--- src/rtl/ks_adder_pipe.sv ---
// Pipelined Kogge-Stone adder/subtractor with valid/ready stream handshake.
// Carry-in sits at prefix position 0; bit i of the operands sits at position i+1,
// so WIDTH positions and ceil(log2(WIDTH)) levels give every carry the sum needs.
// The carry out of the MSB is formed from the MSB generate/propagate in the last group.
// Latency is 1 + ceil(L / STAGE_LEVELS) cycles.
module ks_adder_pipe #(
  parameter int unsigned WIDTH        = 16,
  parameter int unsigned STAGE_LEVELS = 2
) (
  input  logic             clk,
  input  logic             rst,
  input  logic             valid_in,
  output logic             ready_in,
  input  logic [WIDTH-1:0] in0,
  input  logic [WIDTH-1:0] in1,
  input  logic             cin,
  input  logic             sub,
  output logic             valid_out,
  input  logic             ready_out,
  output logic [WIDTH:0]   out0,
  output logic             ovf
);

  localparam int L  = $clog2(WIDTH);
  localparam int SL = int'(STAGE_LEVELS);
  // Number of prefix register groups; the stage-0 prep register feeds group 0.
  localparam int NG = (L + SL - 1) / SL;

  logic en;

  // Operand prep
  logic [WIDTH-1:0] b_op;
  logic [WIDTH-1:0] g_in;
  logic [WIDTH-1:0] p_in;
  logic [WIDTH-1:0] gv_in;
  logic [WIDTH-1:0] pv_in;
  logic             c0;

  // Per-group input registers: prefix G/P, original p, and MSB/sign info
  logic [WIDTH-1:0] g_q  [NG];
  logic [WIDTH-1:0] p_q  [NG];
  logic [WIDTH-1:0] po_q [NG];
  logic [NG-1:0]    vld_q;
  logic [NG-1:0]    gm_q;
  logic [NG-1:0]    am_q;
  logic [NG-1:0]    bm_q;

  // Per-group prefix outputs
  logic [WIDTH-1:0] g_nx [NG];
  logic [WIDTH-1:0] p_nx [NG];
  logic [WIDTH-1:0] g_t;
  logic [WIDTH-1:0] p_t;

  // Final sum stage
  logic [WIDTH-1:0] sum_c;
  logic             cout_c;
  logic             ovf_c;

  logic [WIDTH:0]   out_q;
  logic             ovf_q;
  logic             vout_q;

  // Whole pipeline advances together; a stalled full output freezes every stage
  assign en        = ~vout_q | ready_out;
  assign ready_in  = en;
  assign valid_out = vout_q;
  assign out0      = out_q;
  assign ovf       = ovf_q;

  // Operand prep: invert B and force carry-in for subtraction, then map to positions
  always_comb begin
    b_op  = sub ? ~in1 : in1;
    c0    = sub | cin;
    g_in  = in0 & b_op;
    p_in  = in0 ^ b_op;
    gv_in = {g_in[WIDTH-2:0], c0};
    pv_in = {p_in[WIDTH-2:0], 1'b0};
  end

  // Prefix levels for every group, each reading that group's input register
  always_comb begin
    g_t = '0;
    p_t = '0;
    for (int s = 0; s < NG; s++) begin
      g_t = g_q[s];
      p_t = p_q[s];
      for (int k = 0; k < SL; k++) begin
        int lvl;
        int span;
        lvl  = s * SL + k;
        span = 1 << lvl;
        if (lvl < L) begin
          // Descending order keeps the lower operand at its pre-level value
          for (int i = WIDTH - 1; i >= span; i--) begin
            g_t[i] = g_t[i] | (p_t[i] & g_t[i - span]);
            p_t[i] = p_t[i] & p_t[i - span];
          end
        end
      end
      g_nx[s] = g_t;
      p_nx[s] = p_t;
    end
  end

  // Sum, carry-out and signed overflow from the last group's carries
  always_comb begin
    sum_c  = po_q[NG-1] ^ g_nx[NG-1];
    cout_c = gm_q[NG-1] | (po_q[NG-1][WIDTH-1] & g_nx[NG-1][WIDTH-1]);
    ovf_c  = (am_q[NG-1] == bm_q[NG-1]) & (sum_c[WIDTH-1] != am_q[NG-1]);
  end

  // Pipeline registers; data only loads behind a valid token so bubbles leave it untouched
  always_ff @(posedge clk) begin
    if (rst) begin
      for (int s = 0; s < NG; s++) begin
        g_q[s]  <= '0;
        p_q[s]  <= '0;
        po_q[s] <= '0;
      end
      vld_q  <= '0;
      gm_q   <= '0;
      am_q   <= '0;
      bm_q   <= '0;
      out_q  <= '0;
      ovf_q  <= 1'b0;
      vout_q <= 1'b0;
    end else if (en) begin
      vld_q[0] <= valid_in;
      if (valid_in) begin
        g_q[0]  <= gv_in;
        p_q[0]  <= pv_in;
        po_q[0] <= p_in;
        gm_q[0] <= g_in[WIDTH-1];
        am_q[0] <= in0[WIDTH-1];
        bm_q[0] <= b_op[WIDTH-1];
      end
      for (int s = 1; s < NG; s++) begin
        vld_q[s] <= vld_q[s-1];
        if (vld_q[s-1]) begin
          g_q[s]  <= g_nx[s-1];
          p_q[s]  <= p_nx[s-1];
          po_q[s] <= po_q[s-1];
          gm_q[s] <= gm_q[s-1];
          am_q[s] <= am_q[s-1];
          bm_q[s] <= bm_q[s-1];
        end
      end
      vout_q <= vld_q[NG-1];
      if (vld_q[NG-1]) begin
        out_q <= {cout_c, sum_c};
        ovf_q <= ovf_c;
      end
    end
  end

endmodule
--- config.mk ---
export PLATFORM = sky130hd
export DESIGN_NAME = ks_adder_pipe
export DESIGN_NICKNAME = d
export VERILOG_FILES = /design/src/rtl/ks_adder_pipe.sv
export SDC_FILE = /design/constraint.sdc
export NUM_CORES = 1
export LEC_CHECK = 0
export ABC_AREA = 0
export CAP_MARGIN = 5
export CORE_MARGIN = 3
export CORE_UTILIZATION = 40
export DETAILED_ROUTE_END_ITERATION = 6
export GPL_TIMING_DRIVEN = 0
export HOLD_SLACK_MARGIN = 0.02
export PLACE_DENSITY = 0.61
export REMOVE_ABC_BUFFERS = 1
export SLEW_MARGIN = 20
export SYNTH_ARGS = -nofsm -noshare
export SYNTH_HDL_FRONTEND = slang
export SYNTH_SLANG_ARGS = --single-unit
--- constraint.sdc ---
create_clock -name clk -period 7.1 [get_ports clk]
set_input_delay 1.065 -clock clk [delete_from_list [all_inputs] [get_ports clk]]
set_output_delay 1.065 -clock clk [all_outputs]
set_load 0.03 [all_outputs]
; ---- Yosys cells after proc, flatten, opt, wreduce, memory -nomap -nowiden
; Memories as Yosys holds them, arrays and structs flattened.
; Cells that the tools add are included.
[word_totals]
ff_bits = 27
ram_bits = 96
in_bits = 38
out_inout_bits = 20
wordCells = 186
memories = 3
[op_classes]
eq_ne = 2
muxes = 17
n_bitwise = 151
reduce_logical = 3
[mem_list]
columns = name, words, word_bits, rd, rd_clocked_by_memory_dff, write_ports, line_no
row1 = g_q, 2, 16, 2, 0, 2, 40  ; logic [WIDTH-1:0] g_q [NG];
row2 = p_q, 2, 16, 2, 0, 2, 41  ; logic [WIDTH-1:0] p_q [NG];
row3 = po_q, 2, 16, 2, 0, 2, 42  ; logic [WIDTH-1:0] po_q [NG];
[ops]
columns = operator, count
row1 = $mux W16, 7
row2 = $and A1 B1 Y1, 88
row3 = $or A1 B1 Y1, 58
row4 = $xor A16 B16 Y16, 2
row5 = $and A16 B16 Y16, 1
row6 = $not A16 Y16, 1
row7 = $mux W1, 10
row8 = $reduce_and A2 Y1, 3
row9 = $eq A1 B1 Y1, 1
row10 = $ne A1 B1 Y1, 1
row11 = $not A1 Y1, 1

; ---- Logic depth before layout (Yosys ltp)
; Gate-level depths: netlist of the first run.
; An unclocked memory read counts as a cell.
[logic_depth]
word_depth = 8
depth_mapped = 8
depth_no_buf = 7

; ---- Worst setup path before layout of the first run
; Ideal clock, no wire load.
[synth_path]
kind = input -> register
startpoint = input port rst
endpoint = memory g_q[1][0], in the netlist g_q[0][16] (enable)
setup_time_ns = 0.409
arrival_time_ns = 2.619
t_required_ns = 6.691
setup_slack_ns = 4.073
cell_stages = 3
n_path_buf = 2
cell_sequence = clkbuf_1 -> clkbuf_1 -> nand2b_1
[synth_rtl]
columns = element, line_no
row1 = "start, declared", 11  ; input logic rst,
row2 = "end, declared", 40

; ---- Worst setup path in the final report of the first run
[layout_path]
startpoint = input port ready_out
endpoint = output port ready_in
[layout_between]
elab_chain_len = 1
[layout_lines]
columns = element, line_no
row1 = "start, declared", 19  ; input logic ready_out,
row2 = $or A1 B1 Y1, 64  ; assign en = ~vout_q | ready_out;
row3 = "end, declared", 13  ; output logic ready_in,
; Every way passes these cells.

==> results.toml, run 1 <==
[synthesis]
synth_area_sq_mm = 0.004750
yosysWarnings = 0
syn-instance-count = 412
seq_area_frac_synth = 0.5943
synth_ff_type = "edfxtp_1"
synthArstFlopShare = 0
synth_seq_cells = 103
yosysTopAreaCell = "edfxtp_1"
synth_area_leaders = "edfxtp_1 48%, dfxtp_1 11%, and2_1 6.5%, ha_1 4.5%, xor2_1 3.7%"
ys_types = 35
synth-edff-count = 76
synth_top_area_frac = 0.4805
avgSynthCellArea_sq_um = 11.53

[route]
wl_um = 8060
routed_via_density = 4.939
vias = 3018
drt_pass1_iterations = 4
drc = 0
drtIter0Drc = 225
wl_per_cell_um = 13.19
antenna_left = 0

[setup_path]
r2r-end = "out0[13]$_SDFFE_PP0P_"
worstPathArrival_ps = 2500
timing.rr.start = "valid_out$_SDFFE_PP0N_"
worst_ep_required_time_ps = 6030
regToRegSetupSlack_ps = 5160
crit_fanout = 11
r2r.worst_path.cells = 5
end_kind = "output port"
startpoint_type = "input pin"
critical_path_class = "in -> out"

[timing]
skew_ps = 4.529
fin_setup_tns_ps = 0
post-route-min-period_ps = 3561
fmax_ghz = 0.2808
hold_viol = 0
grt_setup_unrepaired = "no"
setup_viol = 0
relSlewSlack = 0.3525
worst_pin_slew_ps = 971.3
post-route-period-util = 0.5016
drv_slew = 0

[placement]
dp.cells = 595
port_buffers = 57
postPlaceCellArea_sq_mm = 0.005464
place_congestion = 0.7937
hpwl_um = 5875

[min_path]
min_to = "gm_q[0]$_SDFFE_PP0P_"
holdPathStages = 2
min_from = "gm_q[0]$_SDFFE_PP0P_"
hold_path_class = "reg -> reg"

[pwr]
vdd_drop_max_mv = 0.1252
total_power_w = 0.001399
pwr_density_cell_mw_per_mm2 = 241.5
leakage_nw = 2.181

[cts]
clk_pin_slew_worst_paths_ps = 70
cts.sinks = 103
root_buffer = "clkbuf_16"
cts_resized = 0
cts_buffer_depth = 2
clk_latency_ps = 340
cts_tree = "yes"
postCtsHoldBufs = 0
cts_max_level = 3
post_cts_buffers = 0
numCtsBuffers = 9

[grt]
antenna_found_initial = 0
track_usage = 0.1311
grt_pass1_wl_um = 13710
grt_max_degree = 33
grt-ovfl-total = 0
grt_pass1_vias = 2870

[final_layout]
finalInstanceArea_sq_mm = 0.005791
area_delta_synth_final_pct = 21.92
finish.utilization = 0.5028
final_cell_mix = "76 x edfxtp_1, 56 x clkdlybuf4s50_1, 49 x and2_1, 38 x nor2_1, 35 x nand2_1"
final_common_cell = "edfxtp_1"
layoutNonFillerInstCount = 611
antennaDiodeCount = 0
num-nets-final = 518
drive_gt1_frac = 0.06624

[die]
core_sq_mm = 0.01152
dieArea_sq_mm = 0.01322
die_w_um = 115.0
die_h_um = 115.0
num_rows = 39
ios = 58
start_util = 0.4124

[flow_run]
max_cap_viol_count = 0

[outcome]
status = "finished, final reports clean"
## report_power, final
part	total (W)	switching, W	internal, W
Clock	0.000520	0.000206	0.000313
Sequential	0.000726	0.0000306	0.000695
Combinational	0.000153	0.0000803	0.0000728
Total	0.00140	0.000317	0.00108
## worst max-delay path, cell delays in order
cell and delay [ps]:
clkdlybuf4s50_1 500, nor2b_4 70, inv_2 160, clkdlybuf4s50_1 700
## per-layer routing
layer | vias up | track usage | wire, um
met1 | 1384 | 0.1776 | 3788
li1 | 1563 | - | -
met5 | - | 0 | 0
met3 | 8 | 0.02053 | 361
met4 | 0 | 0.06808 | 172
met2 | 63 | 0.2041 | 3738
## layout make-up
class	count	area (sq um)
Timing Repair Buffer	61	650.6
Sequential cell	103	2823
Inverter	4	15.01
Tap cell	143	178.9
Fill cell	1019	5725
Clock inverter	4	48.80
Multi-Input combinational cell	284	1797
Clock buffer	12	277.8
## worst max path at each step
stage / endpoint / startpoint / slack, ps
after global placement: p_q[0][30]$_SDFFCE_PN0P_ / rst / 1890
after detailed placement: ready_in / ready_out / 3550
final: ready_in / ready_out / 3540
after CTS: ready_in / ready_out / 3540
after floorplan: g_q[0][16]$_SDFFCE_PN0P_ / ready_out / 4190
after global routing: ready_in / ready_out / 3490
## Yosys cell counts (2+ instances only)
| cell type | number |
|---|---|
| o21ai_0 | 4 |
| inv_1 | 3 |
| dfxtp_1 | 27 |
| nand2_1 | 35 |
| a21oi_1 | 29 |
| buf_6 | 5 |
| nand3_1 | 20 |
| and2_1 | 49 |
| nand4b_1 | 6 |
| nand3b_1 | 6 |
| clkbuf_1 | 8 |
| a211oi_1 | 6 |
| o21a_1 | 5 |
| buf_2 | 8 |
| or4b_1 | 2 |
| or4_1 | 3 |
| nand2b_1 | 2 |
| xor2_1 | 20 |
| nor2_1 | 38 |
| nor3_1 | 12 |
| edfxtp_1 | 76 |
| ha_1 | 17 |
| a21o_1 | 11 |
| xnor2_1 | 4 |
| a211oi_2 | 4 |
| nand4_1 | 3 |
## sequential cells by signal, indices dropped and copies added, names as in the netlist, 2 cells and up
register,count
am_q,2
bm_q,2
g_q,32
gm_q,2
out0,17
p_q,12
po_q,32
vld_q,2
## logic make-up after synthesis
group | Yosys count | synth area share
buffers and inverters | 25 | 0.02977
xor gates and xnor gates | 24 | 0.04426
adders and majority gates | 17 | 0.04478
DFF | 103 | 0.5943
and+or+nand+nor | 182 | 0.2034
AOI/OAI and AO/OA | 61 | 0.08351
## metrics by stage
stage / hold WS, ps / setup WS, ps
2_1_floorplan: 430.5 / 4185
6_report: 459.4 / 3539
3_3_place_gp: 442.5 / 1895
3_5_place_dp: 447.0 / 3549
5_1_grt: 498.8 / 3493
4_1_cts: 457.7 / 3541
Power figures use the tool's default switching activity.
==> inputs of run 2 (changes only) <==
- clock period: 7.1 -> 3.7 ns (I/O delays scaled with it)
==> results of run 2 <==
The final DEF is identical to that of run 1. Status: finished, final reports clean.
Among the figures that moved: setup slack after placement 3549 ps -> 1069 ps; setup slack after layout 3539 ps -> 1159 ps; register-to-register setup slack 5160 ps -> 1760 ps; total power 0.001399 W -> 0.002684 W; worst IR drop on VDD 0.1252 mV -> 0.2402 mV
==> inputs of run 3 (changes only) <==
- PLACE_DENSITY: 0.61 -> 0.63
- clock period: 3.7 -> 2.2 ns (I/O delays scaled with it)
==> results.toml, run 3 (synthesis results as in run 1) <==
[placement]
hpwl_um = 5692
port_buffers = 57
pre_cts_ws_ps = -209.5
place_congestion = 0.8051
dp.cells = 595

[cts]
numCtsBuffers = 9
cts.sinks = 103
root_buffer = "clkbuf_16"
cts_tree = "yes"
cts_max_level = 3
post_cts_buffers = 0
cts_resized = 0
clk_latency_ps = 340
postCtsHoldBufs = 0
cts_buffer_depth = 2
clk_pin_slew_worst_paths_ps = 60

[die]
ios = 58
num_rows = 39
dieArea_sq_mm = 0.01322
die_w_um = 115.0
die_h_um = 115.0
start_util = 0.4124
core_sq_mm = 0.01152

[route]
wl_um = 7839
drtIter0Drc = 137
antenna_left = 0
routed_via_density = 4.946
vias = 3022
wl_per_cell_um = 12.83
drt_pass1_iterations = 4
drc = 0

[timing]
fmax_ghz = 0.4800
relSlewSlack = 0.3460
hold_slack_ps = 198.0
fin_ws_ps = 116.8
hold_viol = 0
grt_setup_unrepaired = "no"
skew_ps = 5.749
post-route-min-period_ps = 2083
post-route-period-util = 0.9469
drv_slew = 0
setup_viol = 0
worst_pin_slew_ps = 981.0

[setup_path]
path_common_cell = "clkdlybuf4s50_1"
worst_ep_required_time_ps = 1870
critical_path_class = "in -> out"
slowest_delay_ps = 700
crit_chain = "clkdlybuf4s50_1, nor2b_4, inv_2, clkdlybuf4s50_1"
end_kind = "output port"
startpoint_type = "input pin"
worstPathArrival_ps = 1750
crit_fanout = 11
crit_slowest_cell = "clkdlybuf4s50_1"

[pwr]
leakage_nw = 2.182
pwr_density_cell_mw_per_mm2 = 791.4
vdd_drop_max_mv = 0.3286

[final_layout]
finish.utilization = 0.5030
num-nets-final = 518
final_cell_mix = "76 x edfxtp_1, 56 x clkdlybuf4s50_1, 49 x and2_1, 38 x nor2_1, 35 x nand2_1"
final_common_cell = "edfxtp_1"
antennaDiodeCount = 0
drive_gt1_frac = 0.06197
layoutNonFillerInstCount = 611
area_delta_synth_final_pct = 21.97

[grt]
grt_max_degree = 48
track_usage = 0.1272
grt_pass1_wl_um = 13440
grt_pass1_vias = 2858
antenna_found_initial = 0
grt-ovfl-total = 0

[outcome]
status = "finished, final reports clean"

[flow_run]
max_cap_viol_count = 0

[min_path]
hold_path_class = "in -> reg"
[run 3: changes by cell type in the layout (fill, tap and decap cells not counted)]
cell,previous run,this run
clkinv_1,0,2
inv_4,1,0
clkbuf_8,2,0
bufinv_16,1,3
buf_12,0,1
buf_16,2,1
clkinv_4,0,1
clkbuf_16,10,9
clkinvlp_4,1,0
[run 3: metrics by stage]
step / TNS (ps) / instance area, sq um / power, W
3_3_place_gp: -245730 / 5373 / 0.002858
2_1_floorplan: -8270 / 4623 / 0.002643
6_report: 0 / 5793 / 0.004585
3_5_place_dp: -5312 / 5456 / 0.002883
4_1_cts: 0 / 5793 / 0.004638
5_1_grt: 0 / 5793 / 0.004794
[run 3: path summary, 6_finish.rpt]
kind | slack [ps] | end | depth (start not counted) | startpoint
min reg2reg | 450 | out0[4]$_SDFFE_PP0P_ | 2 | out0[4]$_SDFFE_PP0P_
max reg2reg | 290 | out0[11]$_SDFFE_PP0P_ | 5 | valid_out$_SDFFE_PP0N_
max | 120 | ready_in | 4 | ready_out
min | 200 | valid_out$_SDFFE_PP0N_ | 2 | rst
[run 3: area by class of cell]
type                    count  area, sq um
well taps                 143        178.9
inverters                   4        15.01
clock buffers               9        225.2
flip-flops and latches    103         2823
repair buffers             61        643.1
clock inverters             7        111.4
fillers                  1041         5723
multi-input cells         284         1797
[run 3: critical path: cells and delay by family]
kind / cells / cell delay, ps
simple gates: 1 / 70
buf+inv: 3 / 1350
[run 3: report_power, final]
part           switching, W  internal [W]
combinational      0.000257      0.000234
sequential        0.0000978       0.00224
clock              0.000649       0.00110
[run 3: metal layers]
layer,vias up,track usage,routed length (um)
li1,1568,-,-
met1,1384,0.1777,3725
met2,64,0.1937,3588
met3,6,0.02211,403
met4,0,0.05869,122
met5,-,0,0
